$ cat src/rtl/ifu.sv
// Instruction fetch unit: holds the PC, fetches one instruction per step over a
// req/ack handshake and issues it to the core over a valid/ready handshake.
module ifu #(
  parameter logic [31:0] RESET_PC = 32'h0000_0000
) (
  input  logic        clk,
  input  logic        reset,
  output logic        imem_req,
  output logic [31:0] imem_addr,
  input  logic        imem_ack,
  input  logic [31:0] imem_rdata,
  output logic [31:0] instr,
  output logic [5:0]  op,
  output logic [5:0]  funct,
  output logic [31:0] pc,
  output logic [31:0] pc_plus4,
  output logic        instr_valid,
  input  logic        instr_ready,
  input  logic        branch_taken,
  input  logic [31:0] branch_offset,
  output logic [31:0] retire_count
);

  typedef enum logic [1:0] {
    IDLE  = 2'd0,
    FETCH = 2'd1,
    ISSUE = 2'd2
  } state_t;

  state_t      r_state;
  logic [31:0] r_pc;
  logic [31:0] r_instr;
  logic [31:0] r_retire;

  logic [31:0] w_pc_plus4;
  logic [31:0] w_boff_bytes;
  logic [31:0] w_next_pc;

  assign w_pc_plus4   = r_pc + 32'd4;
  // Branch offset is in words; scale to bytes, wrapping modulo 2^32.
  assign w_boff_bytes = branch_offset << 2;
  assign w_next_pc    = branch_taken ? (w_pc_plus4 + w_boff_bytes) : w_pc_plus4;

  always_ff @(posedge clk) begin
    if (reset) begin
      r_state  <= IDLE;
      r_pc     <= RESET_PC;
      r_instr  <= '0;
      r_retire <= '0;
    end else begin
      case (r_state)
        IDLE: r_state <= FETCH;
        FETCH: begin
          if (imem_ack) begin
            r_instr <= imem_rdata;
            r_state <= ISSUE;
          end
        end
        ISSUE: begin
          if (instr_ready) begin
            r_pc     <= w_next_pc;
            r_retire <= r_retire + 32'd1;
            r_state  <= FETCH;
          end
        end
        default: r_state <= IDLE;
      endcase
    end
  end

  assign imem_req     = (r_state == FETCH);
  assign imem_addr    = r_pc;
  assign instr_valid  = (r_state == ISSUE);
  assign instr        = r_instr;
  assign op           = r_instr[31:26];
  assign funct        = r_instr[5:0];
  assign pc           = r_pc;
  assign pc_plus4     = w_pc_plus4;
  assign retire_count = r_retire;

endmodule

$ cat config.mk
export PLATFORM = sky130hd
export DESIGN_NAME = ifu
export DESIGN_NICKNAME = d
export VERILOG_FILES = /design/src/rtl/ifu.sv
export SDC_FILE = /design/constraint.sdc
export NUM_CORES = 1
export LEC_CHECK = 0
export CORE_MARGIN = 2
export CORE_UTILIZATION = 40
export DETAILED_ROUTE_END_ITERATION = 10
export PLACE_DENSITY_LB_ADDON = 0.25
export SETUP_SLACK_MARGIN = 0.15
export SKIP_LAST_GASP = 1
export SLEW_MARGIN = 20
export SYNTH_ARGS = -nofsm -noshare
export SYNTH_HDL_FRONTEND = slang
export SYNTH_SLANG_ARGS = --single-unit
$ cat constraint.sdc
create_clock -name clk -period 5.4 [get_ports clk]
set_input_delay 1.08 -clock clk [delete_from_list [all_inputs] [get_ports clk]]
set_output_delay 1.08 -clock clk [all_outputs]
set_load 0.02 [all_outputs]
# After elaboration in Yosys (flattened, before gate mapping)
# Index checks and enable logic that the tools add are counted.
# word_totals
output_inout_bits	174
elab_cells	19
register_bits	98
in_bits	69
# classes
muxes	4
eq_ne	4
reduce_logical	4
addsub	3
# op_table
operator	n
32-bit by 1-bit adder with 32-bit output (second input constant)	1
32-bit by 3-bit adder with 32-bit output (second input constant)	1
32-bit adder	1
32-bit 2-to-1 mux	1
2-bit one-hot mux with 3 select lines	1
2-bit AND reduction	3
2-bit 2-to-1 mux	2
2-bit by 1-bit inequality test with 1-bit output (second input constant)	2
2-bit by 1-bit == test with 1-bit output (second input constant)	1
2-bit == test (second input constant)	1
2-bit zero test	1

# Logic depth before layout (Yosys ltp)
# Gate-level depths: netlist (run 1).
# logic_depth
ltp_word	3
depth_mapped	18
mapped_depth_nobuf	17

# Worst setup path after synthesis (run 1)
# No wires, ideal clock.
# synth_timing
path_kind	reg-to-reg
from	register r_pc[2], in the netlist imem_addr[2]
to	register r_pc[31], in the netlist imem_addr[31]
slack_ps	913
t_required_ps	5277
path_stages_with_launch	18
setup_time_ps	123
path_buffers	1
arrival_time_ps	4364
period_less_slack_ps	4487
path_cell_list	dfxtp_1 -> ha_1 -> and3_1 -> clkbuf_1 -> nand2_1 -> nor3_1 -> nand4_1 -> xnor2_1 -> ha_1 -> nand3_1 -> or3_1 -> a211o_1 -> a31o_2 -> o21ai_1 -> o21a_1 -> mux2i_1 -> mux2i_1 -> mux2_1
# synth_via
elab_chain_len	3
# synth_rtl
element	line	source
start, declared	31	logic [31:0] r_pc;
start signal, assigned	61	r_pc <= w_next_pc;
32-bit by 3-bit adder with 32-bit output	39	assign w_pc_plus4 = r_pc + 32'd4;
via pc_plus4[18]	16	output logic [31:0] pc_plus4,
32-bit adder	42	assign w_next_pc = branch_taken ? (w_pc_plus4 + w_boff_bytes) : w_pc_plus4;
32-bit 2-to-1 mux	42	
# The timed path passes the listed nets, and every way through them passes these cells.
# A chain may end at the register's enable or synchronous reset.

# Worst setup path after layout (run 1)
# layout_timing
from	register r_pc[2], in the netlist imem_addr[2]
to	register r_pc[31], in the netlist imem_addr[31]
# layout_via
elab_chain_len	3
# layout_rtl
element	line
32-bit by 3-bit adder with 32-bit output (*)	39
32-bit adder	42
32-bit 2-to-1 mux (*)	42
# Mark *: on every way between the ends. The rest lies on a longest branch, timed or not.

==> results.json, run 1 <==
{
  "status": "complete, no violations",
  "p_leak_nw": 3.35,
  "holdPathStages": 2,
  "start_util_pct": 40.8,
  "syn_area_sq_um": 6480,
  "clockBufferDepth": 2,
  "die_h_microns": 131,
  "synth_area_leaders": "dfxtp_1 30%, a21oi_1 7.9%, ha_1 7.1%",
  "synthArstFlopShare_pct": 0,
  "max_slew_margin_pct": 45.6,
  "yosysWarnings": 0,
  "clk_latency_ns": 0.35,
  "endpoint_kind": "flop",
  "diodes": 0,
  "crit_arrival_ns": 4.89,
  "crit_slowest_cell": "dfxtp_1",
  "route.detailed.drc": 0,
  "ctsHoldBuffers": 0,
  "place_congestion": 0.885,
  "p_clk_share_pct": 37.9,
  "p_seq_share_pct": 43.8,
  "layout.nets": 1134,
  "grt_usage_pct": 21.7,
  "crit_start": "imem_addr[2]",
  "dieArea_sq_um": 17200,
  "min_to": "instr[11]",
  "pwr-share-comb_pct": 18.4,
  "crit_type": "flop to flop",
  "cp-start-kind": "flop",
  "cp_top_family": "simple AND/OR/NAND/NOR gates",
  "drt-pass1-iter-count": 6,
  "cts.reportedPaths.clkPinSlew_ns": 0.08,
  "fin_tns_setup_ns": 0,
  "fin_crit_ns": 4.66,
  "core_area_sq_um": 15900,
  "avgSynthCellArea_sq_um": 7.55,
  "grt_pass1_vias": 6023,
  "hpwl_microns": 14300,
  "post_cts_resized": 0,
  "port_buffers": 234,
  "rr_worst_depth": 17,
  "path_buf_inv": 1,
  "dpl_cell_area_sq_um": 8640,
  "clock_sinks": 96,
  "ant_nets": 0,
  "drv_slew": 0,
  "layout-drive-gt1-share_pct": 3.49,
  "synth_edf_count": 0,
  "cts_made_buffers": 9,
  "hold_path_class": "flop to flop",
  "path_cells": "ha_1 -> and3_1 -> nand2_1 -> nor3_1 -> buf_4 -> nand4_1 -> xnor2_1 -> ha_1 -> nand3_1 -> or3_1 -> a211o_1 -> a31o_2 -> o21ai_1 -> o21a_1 -> mux2i_1 -> mux2i_1 -> mux2_1",
  "power_w": 0.00169,
  "antenna_found_initial": 0,
  "synth-seq-cells": 96,
  "drt_iter0_drc": 392,
  "synth_cell_types": 65,
  "h-tree-depth": 3,
  "hp-start": "instr[11]",
  "rsz0062_at_grt": "false",
  "power_density_nw_per_um2": 189,
  "p_int_w": 0.00119,
  "skew_ns": 0.0109,
  "crit_cells": 17,
  "required_ns": 5.63,
  "vias": 6591,
  "maxCapViolCount": 0,
  "grt_pass1_wl_microns": 30900,
  "ir_drop_mv": 0.150,
  "worst_pin_slew_ns": 0.813,
  "cts_tree": "built",
  "grt_overflow": 0,
  "post_drt_wl_per_cell_microns": 15.6,
  "row_count": 46,
  "area_growth_pct": 37.7,
  "grt_start_max_net_pins": 66,
  "finalSetupViolations": 0,
  "cp_max_fo": 8,
  "drt-total-wl_microns": 19500,
  "fmax_ghz": 0.215,
  "swShare_pct": 29.4,
  "r2r_slack_ns": 0.74,
  "finalHoldViolCount": 0,
  "rr_endpoint": "imem_addr[31]",
  "p_switching_w": 0.000496,
  "synth_cells": 858,
  "finalCritPeriodShare_pct": 86.3,
  "cts-root-buf": "clkbuf_16",
  "yosys.area.top_type_share_pct": 29.7,
  "synth_ff_type": "dfxtp_1",
  "ys_seq_area_share_pct": 29.7,
  "rr_startpoint": "imem_addr[2]",
  "post_cts_buffers": 0,
  "fillerInstances": 1545,
  "io_pins": 243,
  "slowest_delay_ns": 0.47,
  "final_area_sq_um": 8920,
  "die_w_microns": 131,
  "yosys.area.top_type": "dfxtp_1",
  "viasPerCell": 5.28
}
[layout make-up]
type	instances	area, sq um	share of cell area (%)
flip-flops and latches	96	1920	21.5
clock inverters	7	61.3	0.687
repair buffers	241	2380	26.7
inverters	16	60.1	0.673
clock buffers	9	225	2.52
multi-input cells	663	4000	44.8
well taps	216	270	3.03
[power groups by stage]
stage / combinational, W / sequential (W) / clock (W)
final: 0.000310 / 0.000739 / 0.000639
after floorplan: 0.000164 / 0.000772 / 0
after detailed placement: 0.000308 / 0.000756 / 0
after global routing: 0.000334 / 0.000742 / 0.000687
after CTS: 0.000310 / 0.000739 / 0.000660
after global placement: 0.000306 / 0.000755 / 0
[state kept, by name, summed over array words and instances (netlist names)]
name and cells:
instr 32, retire_count 32, imem_addr 30, r_state 2
[cell usage after synthesis, types with 7 or more instances]
master    instances
xor2_1           36
inv_1            16
a211oi_1          7
nand4_1          13
ha_1             37
nand2_1         120
and3_1           16
nand3_1          31
o21a_1           10
or3_1            14
dfxtp_1          96
nor3_1           11
buf_4            48
o21ai_0          41
nor2_1           78
xnor2_1          33
a21o_1           10
a31oi_1           8
nand2b_1          7
a21oi_1         102
clkbuf_1         34
nor2b_1           9
[layout by cell type (no fill, tap or decap), types with 16 or more instances in the layout]
cell type        Yosys  layout
a21oi_1            102     102
and3_1              16      16
clkdlybuf4s50_1      0     232
dfxtp_1             96      96
ha_1                37      37
inv_1               16      16
nand2_1            120     120
nand3_1             31      31
nor2_1              78      77
o21ai_0             41      41
xnor2_1             33      33
xor2_1              36      36
[layer usage]
metal / wire length [microns] / up-vias / global-route usage [%]
li1: - / 3293 / -
met1: 8890 / 3022 / 28.6
met2: 9110 / 251 / 37.0
met3: 1190 / 25 / 2.82
met4: 315 / 0 / 6.88
met5: 0 / - / 0
[how the worst max path moves through the flow]
stage	end	slack [ns]
floorplan	imem_addr[31]	0.91
global placement	imem_addr[26]	0.84
detailed placement	imem_addr[31]	0.80
CTS	imem_addr[31]	0.74
global route	imem_addr[31]	0.47
finish	imem_addr[31]	0.74
[worst min-delay path: stages (launching register included)]
cell and delay [ns]:
dfxtp_1 0.31, nand2_1 0.05, a21oi_1 0.05
[through the flow]
| step | instances | utilization [%] | setup slack, ns | hold slack, ns |
|---|---|---|---|---|
| after detailed placement | 1232 | 54.4 | 0.800 | 0.447 |
| after global routing | 1248 | 56.2 | 0.472 | 0.471 |
| after floorplan | 863 | - | 0.913 | 0.516 |
| final | 1248 | 56.2 | 0.738 | 0.455 |
| after global placement | 1232 | 54.4 | 0.841 | 0.442 |
| after CTS | 1248 | 56.2 | 0.744 | 0.456 |
[cell families (layout without fill, tap and decap cells)]
kind of cell	count (synthesis)	in the layout	share of synthesized area, %
compound gates	219	219	20.0
xor+xnor	69	69	9.33
fa+ha+maj	38	38	7.45
buf+inv	104	273	8.94
flops	96	96	29.7
mux	6	6	0.946
other cells	1	6	0.0579
simple gates	325	325	23.6
No activity file was read; power rests on OpenSTA's default activity.
==> inputs of run 2 (changes only) <==
- CORE_UTILIZATION: 40 -> 45
==> run 2 against run 1 <==
Against the previous run:
- die area shrank 11%
- worst hold slack worse by 0.00077 ns
- clock power is 1% higher
- cell count shrank 2.9%
- combinational power decreased by 1%
- non-clock buffer count unchanged
- register-to-register slack better by 0.03 ns
- worst setup slack better by 0.027 ns
- critical endpoint unchanged
- largest power group unchanged
- highest routed layer unchanged
==> results.json, run 2 (synthesis results as in run 1) <==
{
  "route.detailed.drc": 0,
  "fin_tns_setup_ns": 0,
  "crit_slowest_cell": "dfxtp_1",
  "die_w_microns": 124,
  "fillerInstances": 1248,
  "layout_commonest_cell": "clkdlybuf4s50_1",
  "dieArea_sq_um": 15400,
  "post_cts_resized": 0,
  "fin_util_pct": 63.6,
  "dr_wl_met2_microns": 8540,
  "endpoint_kind": "flop",
  "core_area_sq_um": 14000,
  "viasPerCell": 5.35,
  "rr_worst_depth": 17,
  "finalCritPeriodShare_pct": 85.8,
  "grt_pass1_wl_microns": 28500,
  "required_ns": 5.64,
  "wl_met3_microns": 1170,
  "slowest_delay_ns": 0.48,
  "maxCapViolCount": 0,
  "pwr-share-comb_pct": 18.1,
  "row_count": 43,
  "drt_iter0_drc": 388,
  "worst_pin_slew_ns": 0.852,
  "ant_nets": 0,
  "clk_latency_ns": 0.35,
  "dpl_cell_area_sq_um": 8590,
  "grt_usage_pct": 23.3,
  "grt_pass1_vias": 5756,
  "p_leak_nw": 3.36,
  "status": "complete, no violations",
  "cts_made_buffers": 9,
  "layout_common_cells": "232 x clkdlybuf4s50_1, 120 x nand2_1, 102 x a21oi_1",
  "highest_layer": "met4",
  "cts-root-buf": "clkbuf_16",
  "cp-start-kind": "flop",
  "fin_crit_ns": 4.64,
  "area_growth_pct": 37.2,
  "final_area_sq_um": 8890,
  "cts_tree": "built",
  "post_cts_buffers": 0,
  "ir_drop_mv": 0.136,
  "crit_arrival_ns": 4.88,
  "drv_slew": 0,
  "drt-pass1-iter-count": 5,
  "die_h_microns": 124,
  "layout-drive-gt1-share_pct": 3.49,
  "hpwl_microns": 13400,
  "start_util_pct": 46.3,
  "clockBufferDepth": 2,
  "met1_length_microns": 8560,
  "place_congestion": 0.852,
  "clock_sinks": 96,
  "layout.nets": 1134,
  "p_clk_share_pct": 38.3,
  "vias": 6481,
  "skew_ns": 0.00941,
  "port_buffers": 234,
  "finalHoldViolCount": 0,
  "h-tree-depth": 3,
  "antenna_found_initial": 0,
  "holdPathStages": 2,
  "cts.reportedPaths.clkPinSlew_ns": 0.08,
  "grt_start_max_net_pins": 77,
  "post_drt_wl_per_cell_microns": 15.3,
  "cp_max_fo": 8,
  "io_pins": 243,
  "max_slew_margin_pct": 43.2,
  "path_cells": "ha_1 -> and3_1 -> nand2_1 -> nor3_1 -> buf_4 -> nand4_1 -> xnor2_1 -> ha_1 -> nand3_1 -> or3_1 -> a211o_1 -> a31o_2 -> o21ai_1 -> o21a_1 -> mux2i_1 -> mux2i_1 -> mux2_1",
  "fmax_ghz": 0.216,
  "drt-total-wl_microns": 18600,
  "swShare_pct": 28.8,
  "setup_ws_ns": 0.765,
  "rsz0062_at_grt": "false",
  "finalSetupViolations": 0,
  "diodes": 0,
  "p_int_w": 0.00121,
  "grt_overflow": 0,
  "hold_path_class": "flop to flop",
  "crit_type": "flop to flop",
  "p_seq_share_pct": 43.7,
  "power_density_nw_per_um2": 191,
  "detailedPlace.worstSlack_ns": 0.789,
  "p_switching_w": 0.000489,
  "ctsHoldBuffers": 0,
  "finalHoldWorstSlack_ns": 0.454
}
-- run 2: changes by cell type in the layout (fill, tap and decap cells not counted) --
| cell | before | now |
|---|---|---|
| clkbuf_8 | 0 | 1 |
| clkinv_2 | 1 | 0 |
| clkinv_4 | 0 | 1 |
| inv_8 | 2 | 3 |
| inv_6 | 3 | 1 |
-- run 2: final cells by class --
| cell class | count | area [sq um] | share of cell area, % |
|---|---|---|---|
| Multi-Input combinational cell | 663 | 4000 | 45.0 |
| Timing Repair Buffer | 241 | 2380 | 26.8 |
| Sequential cell | 96 | 1920 | 21.6 |
| Clock buffer | 10 | 239 | 2.69 |
| Tap cell | 180 | 225 | 2.53 |
| Inverter | 16 | 60.1 | 0.676 |
| Clock inverter | 6 | 58.8 | 0.662 |
-- run 2: worst paths after layout --
check / start / slack (ns) / to
worst max-delay path: imem_addr[2] / 0.76 / imem_addr[31]
worst min-delay path: instr[23] / 0.45 / instr[23]
worst max register to register: imem_addr[2] / 0.76 / imem_addr[31]
worst min register to register: instr[23] / 0.45 / instr[23]
-- run 2: per-stage QoR --
step           cells  power, W
4_1_cts         1212   0.00172
3_3_place_gp    1196   0.00106
6_report        1212   0.00169
3_5_place_dp    1196   0.00106
5_1_grt         1212   0.00177
2_1_floorplan    863  0.000936
-- run 2: power groups by stage --
stage / clock, W / sequential (W) / combinational, W
after floorplan: 0 / 0.000772 / 0.000164
after global placement: 0 / 0.000755 / 0.000303
after detailed placement: 0 / 0.000756 / 0.000305
after CTS: 0.000672 / 0.000740 / 0.000307
after global routing: 0.000698 / 0.000743 / 0.000332
final: 0.000648 / 0.000740 / 0.000306
-- run 2: critical path: cells and delay by family (launching register included) --
family                   cells  cell delay [ns]
adder cells (fa/ha/maj)      2             0.71
buffers and inverters        1             0.19
AND/OR/NAND/NOR              6             1.23
XOR/XNOR                     1             0.20
multiplexers                 3             0.76
flip-flops                   1             0.48
AO/OA/AOI/OAI                4             0.95
-- run 2: per-layer routing --
| metal | track usage, % | vias to the layer above |
|---|---|---|
| met3 | 4.49 | 20 |
| met5 | 0 | - |
| met4 | 7.09 | 0 |
| met1 | 31.8 | 2968 |
| met2 | 37.3 | 207 |
| li1 | - | 3286 |
